[src/rtl/xcorr_pkg.sv]
// Shared types and defaults for the xcorr detection chain.
package xcorr_pkg;

    localparam int unsigned MAG_W_DEFAULT = 24;

    typedef enum logic [1:0] {
        IDLE    = 2'd0,
        SEARCH  = 2'd1,
        HOLDOFF = 2'd2
    } peak_state_t;

endpackage

[src/rtl/xcorr_peak_track.sv]
// Running max/argmax register pair; strict-greater update keeps the earliest of equal peaks.
module xcorr_peak_track #(
    parameter int unsigned MAG_W = 24,
    parameter int unsigned POS_W = 16
) (
    input  logic             clk_i,
    input  logic             rst_i,
    input  logic             clear_i,
    input  logic             load_i,
    input  logic             update_i,
    input  logic [MAG_W-1:0] mag_i,
    input  logic [POS_W-1:0] pos_i,
    output logic [MAG_W-1:0] nxt_mag_o,
    output logic [POS_W-1:0] nxt_pos_o
);

    logic [MAG_W-1:0] max_q;
    logic [POS_W-1:0] max_pos_q;

    // Next values are exported so a window's final sample can be folded into the reported peak.
    always_comb begin
        nxt_mag_o = max_q;
        nxt_pos_o = max_pos_q;
        if (clear_i) begin
            nxt_mag_o = '0;
            nxt_pos_o = '0;
        end else if (load_i) begin
            nxt_mag_o = mag_i;
            nxt_pos_o = pos_i;
        end else if (update_i && (mag_i > max_q)) begin
            nxt_mag_o = mag_i;
            nxt_pos_o = pos_i;
        end
    end

    always_ff @(posedge clk_i or posedge rst_i) begin
        if (rst_i) begin
            max_q     <= '0;
            max_pos_q <= '0;
        end else begin
            max_q     <= nxt_mag_o;
            max_pos_q <= nxt_pos_o;
        end
    end

endmodule

[src/rtl/xcorr_peak_dtct.sv]
// Threshold crossing starts a WIN_LEN-sample peak search, ending in a one-cycle sop with peak data.
// Build option XCORR_PEAK_HOLDOFF_EN adds a HOLDOFF_LEN-sample dead time after each detection.
//   state   | meaning
//   IDLE    | waiting for corr_mag > thr_lvl
//   SEARCH  | tracking max over the window
//   HOLDOFF | ignoring samples after a detection
module xcorr_peak_dtct
    import xcorr_pkg::*;
#(
    parameter int unsigned MAG_W       = MAG_W_DEFAULT,
    parameter int unsigned WIN_LEN     = 64,
    parameter int unsigned HOLDOFF_LEN = 1024,
    parameter int unsigned POS_W       = 16
) (
    input  logic             clk,
    input  logic             rst,
    input  logic             corr_valid,
    input  logic [MAG_W-1:0] corr_mag,
    input  logic [MAG_W-1:0] thr_lvl,
    output logic             sop,
    output logic [MAG_W-1:0] peak_mag,
    output logic [POS_W-1:0] peak_pos,
    output logic             busy,
    output logic [MAG_W-1:0] thr_dbg
);

    localparam int unsigned WIN_W = $clog2(WIN_LEN + 1);

    if (WIN_LEN < 1 || HOLDOFF_LEN < 1) begin : g_bad_len
        $error("xcorr_peak_dtct: WIN_LEN and HOLDOFF_LEN must be at least 1");
    end

    peak_state_t      state_q, state_d;
    logic [POS_W-1:0] pos_q, pos_d;
    logic [WIN_W-1:0] win_q, win_d;
    logic [MAG_W-1:0] thr_q, thr_d;
    logic             sop_q, sop_d;
    logic [MAG_W-1:0] peak_mag_q, peak_mag_d;
    logic [POS_W-1:0] peak_pos_q, peak_pos_d;
    logic             busy_q, busy_d;
    logic             trk_clear, trk_load, trk_update, win_done;
    logic [MAG_W-1:0] trk_mag;
    logic [POS_W-1:0] trk_pos;

`ifdef XCORR_PEAK_HOLDOFF_EN
    localparam int unsigned HO_W = $clog2(HOLDOFF_LEN + 1);
    logic [HO_W-1:0] ho_q, ho_d;
`endif

    xcorr_peak_track #(
        .MAG_W (MAG_W),
        .POS_W (POS_W)
    ) u_track (
        .clk_i     (clk),
        .rst_i     (rst),
        .clear_i   (trk_clear),
        .load_i    (trk_load),
        .update_i  (trk_update),
        .mag_i     (corr_mag),
        .pos_i     (pos_q),
        .nxt_mag_o (trk_mag),
        .nxt_pos_o (trk_pos)
    );

    always_comb begin
        state_d    = state_q;
        pos_d      = pos_q;
        win_d      = win_q;
        thr_d      = thr_q;
        sop_d      = 1'b0;
        peak_mag_d = peak_mag_q;
        peak_pos_d = peak_pos_q;
        trk_clear  = 1'b0;
        trk_load   = 1'b0;
        trk_update = 1'b0;
        win_done   = 1'b0;
`ifdef XCORR_PEAK_HOLDOFF_EN
        ho_d       = ho_q;
`endif
        if (corr_valid) begin
            pos_d = pos_q + 1'b1;
            case (state_q)
                IDLE: begin
                    if (corr_mag > thr_lvl) begin
                        thr_d    = thr_lvl;
                        trk_load = 1'b1;
                        win_d    = WIN_W'(1);
                        win_done = (WIN_LEN == 1);
                        state_d  = SEARCH;
                    end else begin
                        trk_clear = 1'b1;
                    end
                end
                SEARCH: begin
                    trk_update = 1'b1;
                    win_d      = win_q + 1'b1;
                    win_done   = (win_d == WIN_W'(WIN_LEN));
                end
`ifdef XCORR_PEAK_HOLDOFF_EN
                HOLDOFF: begin
                    ho_d = ho_q + 1'b1;
                    if (ho_d == HO_W'(HOLDOFF_LEN)) begin
                        state_d = IDLE;
                    end
                end
`endif
                default: state_d = IDLE;
            endcase

            // The tracker's next value already includes this cycle's sample.
            if (win_done) begin
                sop_d      = 1'b1;
                peak_mag_d = trk_mag;
                peak_pos_d = trk_pos;
`ifdef XCORR_PEAK_HOLDOFF_EN
                state_d    = HOLDOFF;
                ho_d       = '0;
`else
                state_d    = IDLE;
`endif
            end
        end
        busy_d = (state_d != IDLE);
    end

    always_ff @(posedge clk or posedge rst) begin
        if (rst) begin
            state_q    <= IDLE;
            pos_q      <= '0;
            win_q      <= '0;
            thr_q      <= '0;
            sop_q      <= 1'b0;
            peak_mag_q <= '0;
            peak_pos_q <= '0;
            busy_q     <= 1'b0;
        end else begin
            state_q    <= state_d;
            pos_q      <= pos_d;
            win_q      <= win_d;
            thr_q      <= thr_d;
            sop_q      <= sop_d;
            peak_mag_q <= peak_mag_d;
            peak_pos_q <= peak_pos_d;
            busy_q     <= busy_d;
        end
    end

`ifdef XCORR_PEAK_HOLDOFF_EN
    always_ff @(posedge clk or posedge rst) begin
        if (rst) begin
            ho_q <= '0;
        end else begin
            ho_q <= ho_d;
        end
    end
`endif

    assign sop      = sop_q;
    assign peak_mag = peak_mag_q;
    assign peak_pos = peak_pos_q;
    assign busy     = busy_q;
    assign thr_dbg  = thr_q;

endmodule
[config.mk]
export PLATFORM = sky130hd
export DESIGN_NAME = xcorr_peak_dtct
export DESIGN_NICKNAME = d
export VERILOG_FILES = /design/src/rtl/xcorr_pkg.sv /design/src/rtl/xcorr_peak_track.sv /design/src/rtl/xcorr_peak_dtct.sv
export SDC_FILE = /design/constraint.sdc
export NUM_CORES = 1
export LEC_CHECK = 0
export BUFFER_PORTS_ARGS = -buffer_cell sky130_fd_sc_hd__buf_2
export CORE_MARGIN = 2
export CORE_UTILIZATION = 50
export CTS_CLUSTER_SIZE = 24
export DETAILED_ROUTE_END_ITERATION = 16
export PLACE_DENSITY = 0.73
export SLEW_MARGIN = 5
export SYNTH_ARGS = -nofsm -noshare
export SYNTH_HDL_FRONTEND = slang
export SYNTH_SLANG_ARGS = --single-unit
[constraint.sdc]
create_clock -name clk -period 4.8 [get_ports clk]
set_input_delay 0.96 -clock clk [delete_from_list [all_inputs] [get_ports clk]]
set_output_delay 0.96 -clock clk [all_outputs]
set_load 0.05 [all_outputs]
==> metrics.yaml <==
synth_area_leaders: "dfrtp_1, ha_1, o21ai_0, a21oi_1, nand3_1"
ant_nets: 0
detailed_place.area_um2: 7240
maxSlewViolCount: 0
num_vias: 5578
yosysSeqAreaShare_pct: 50.4
finalSetupViolCount: 0
fin_nets: 891
min_path_type: "flip-flop to flip-flop"
netlist.area_leader.share_pct: 50.4
timing.rr.start: "u_track.max_q[11]$_DFF_PP0_"
finalHoldViolCount: 0
clockBufferDepth: 2
syn-mean-instance-area_um2: 9.55
syn_area_um2: 6510
cts_root_buf: "clkbuf_16"
startpoint_type: "input pin"
status: "finished, final reports clean"
n_antenna_cell: 0
p_per_area_nw_per_um2: 511
path_cells: "buf_2, ha_1, nand4_1, nor2_1, a31oi_1, o31a_1, a31oi_4, buf_4, nand3_1, a31oi_1"
rows: 41
synth-async-reset-ratio_pct: 100
first_iter_violations: 457
critPathMaxStageDelay_ns: 0.67
worst_hold_slack_ns: 0.474
htreeDepth: 4
io_buffers: 116
dr.pass1.iters: 4
ys_warn_count: 0
fin_area_um2: 7900
critPathKind: "input pin to flip-flop"
first_global_vias: 5732
fin_crit_ns: 3.37
min_from: "pos_q[15]$_DFFE_PP0P_"
drv_cap: 0
yosysTopAreaCell: "dfrtp_1"
cts_resized: 0
path_clk_slew_ns: 0.06
wl_per_cell_um: 16.4
clkLatencyLatePin_ns: 0.42
die_area_um2: 13900
ys.flop_type: "dfrtp_1"
wl_met1_um: 7040
grt_max_degree: 83
coreArea_um2: 12700
synth_edf_count: 0
grt_overflow_total: 0
clock_skew_ns: 0.0132
crit_top_cell: "a31oi_1"
synth_fp_nets: 783
grt_pass1_wl_um: 27100
rsz0062_at_grt: "no"
routed.top_layer: "met4"
placed_cells: 942
via_per_inst: 5.73
numCtsBuffers: 17
dr_wl_met3_um: 847
die-width_um: 118
cts.sinks: 131
num_io_pins: 117
p_leak_nw: 3.88
cts_setup_buffers: 0
ys_top_cells_by_count: "dfrtp_1, o21ai_0, a21oi_1"
cts_hold_buf: 0
initial_core_util_pct: 51.3
period_share_pct: 70.3
die_y_um: 118
met2_length_um: 7820
syn_inst: 681
setup.worst_path.end_class: "flip-flop"
final_cell_count_no_fill: 974
grtUsageTotal_pct: 24.0
crit_required_ns: 5.12
drive_gt1_share_pct: 20.4
areaGrowthSynthToFinish_pct: 21.4
cts_tree: "done"
path_max_fanout: 29
cp.arrival_ns: 3.70
place_congestion: 0.835
critPathLaunch: "corr_mag[22]"
yosysUniqueCellTypes: 42
wl_um: 16000
antenna_found_initial: 0
max_freq_ghz: 0.297
hpwlAfterDp_um: 10900
worst_pin_slew_ns: 0.998
synth-seq-cells: 131
finalSetupTns_ns: 0
slowest_stage: "a31oi_4"
max_slew_margin_pct: 33.4
utilization_pct: 62.3
peakVddDrop_mv: 0.252
drc: 0
yosysMostFrequentCell: "dfrtp_1"
-- critical path: cells and delay by family --
kind,cells,cell delay (ns)
buffers and inverters,2,0.48
adder cells (fa/ha/maj),1,0.31
AO/OA/AOI/OAI,4,1.35
AND/OR/NAND/NOR,3,0.60
-- metrics by stage --
step / power [mW] / worst slack (ns)
final: 4.03 / 1.43
after detailed placement: 2.62 / 1.07
after global routing: 4.24 / 1.20
after floorplan: 2.32 / 0.342
after CTS: 4.06 / 1.46
after global placement: 2.57 / 1.17
-- cells in the final DEF (no fill, tap or decap), types with 7 or more instances in the layout --
| master | count |
|---|---|
| nand4_1 | 15 |
| nand2_1 | 42 |
| buf_4 | 7 |
| a31oi_1 | 42 |
| dfrtp_1 | 131 |
| a21oi_1 | 63 |
| nand3_1 | 56 |
| buf_2 | 116 |
| inv_1 | 54 |
| o21ai_0 | 69 |
| nor2_1 | 53 |
| xor2_1 | 7 |
| clkbuf_16 | 17 |
| ha_1 | 51 |
| xnor2_1 | 10 |
-- flip-flops by register name, indices dropped and copies added (netlist names), 2 cells and up --
signal / count
u_track.max_q: 24
pos_q: 16
peak_pos: 16
u_track.max_pos_q: 16
win_q: 7
peak_mag: 24
thr_dbg: 24
state_q: 2
-- cells by family after synthesis --
kind of cell               synth area share [%]
adders and majority gates                  9.81
DFF                                        50.4
and+or+nand+nor                            13.7
xor gates and xnor gates                   2.29
buffers and inverters                      5.58
muxes                                      1.13
AOI/OAI and AO/OA                          17.1
-- power breakdown --
part | switching (mW) | total, mW | internal [mW] | leakage, nW
Clock | 0.463 | 1.42 | 0.959 | 0.320
Combinational | 0.792 | 1.14 | 0.345 | 1.86
Sequential | 0.145 | 1.47 | 1.33 | 1.70
Total | 1.40 | 4.03 | 2.63 | 3.88
-- layer usage --
metal  up-vias  track usage, %
met1      2763            31.3
met3        20            5.28
met5         -               0
met4         0            9.19
met2       171            39.3
li1       2624               -
-- area by class of cell --
cell class	count	area, µm²
clock buffer	22	474
clock inverter	10	178
fill	1054	4770
inverter	55	209
multi-input combinational	460	2890
sequential	131	3280
tap	172	215
timing repair buffer	124	653
-- final timing paths --
path                                             to  depth (start not counted)  slack [ns]
max                         peak_mag[8]$_DFFE_PP0P_                         10        1.43
min                           pos_q[15]$_DFFE_PP0P_                          1        0.47
max reg2reg                 peak_mag[8]$_DFFE_PP0P_                         10        1.72
min reg2reg                   pos_q[15]$_DFFE_PP0P_                          1        0.47
max in group asynchronous   peak_mag[9]$_DFFE_PP0P_                          3        3.21
min in group asynchronous  peak_mag[18]$_DFFE_PP0P_                          2        0.77
Note: power is estimated with default switching activity, not from simulation.
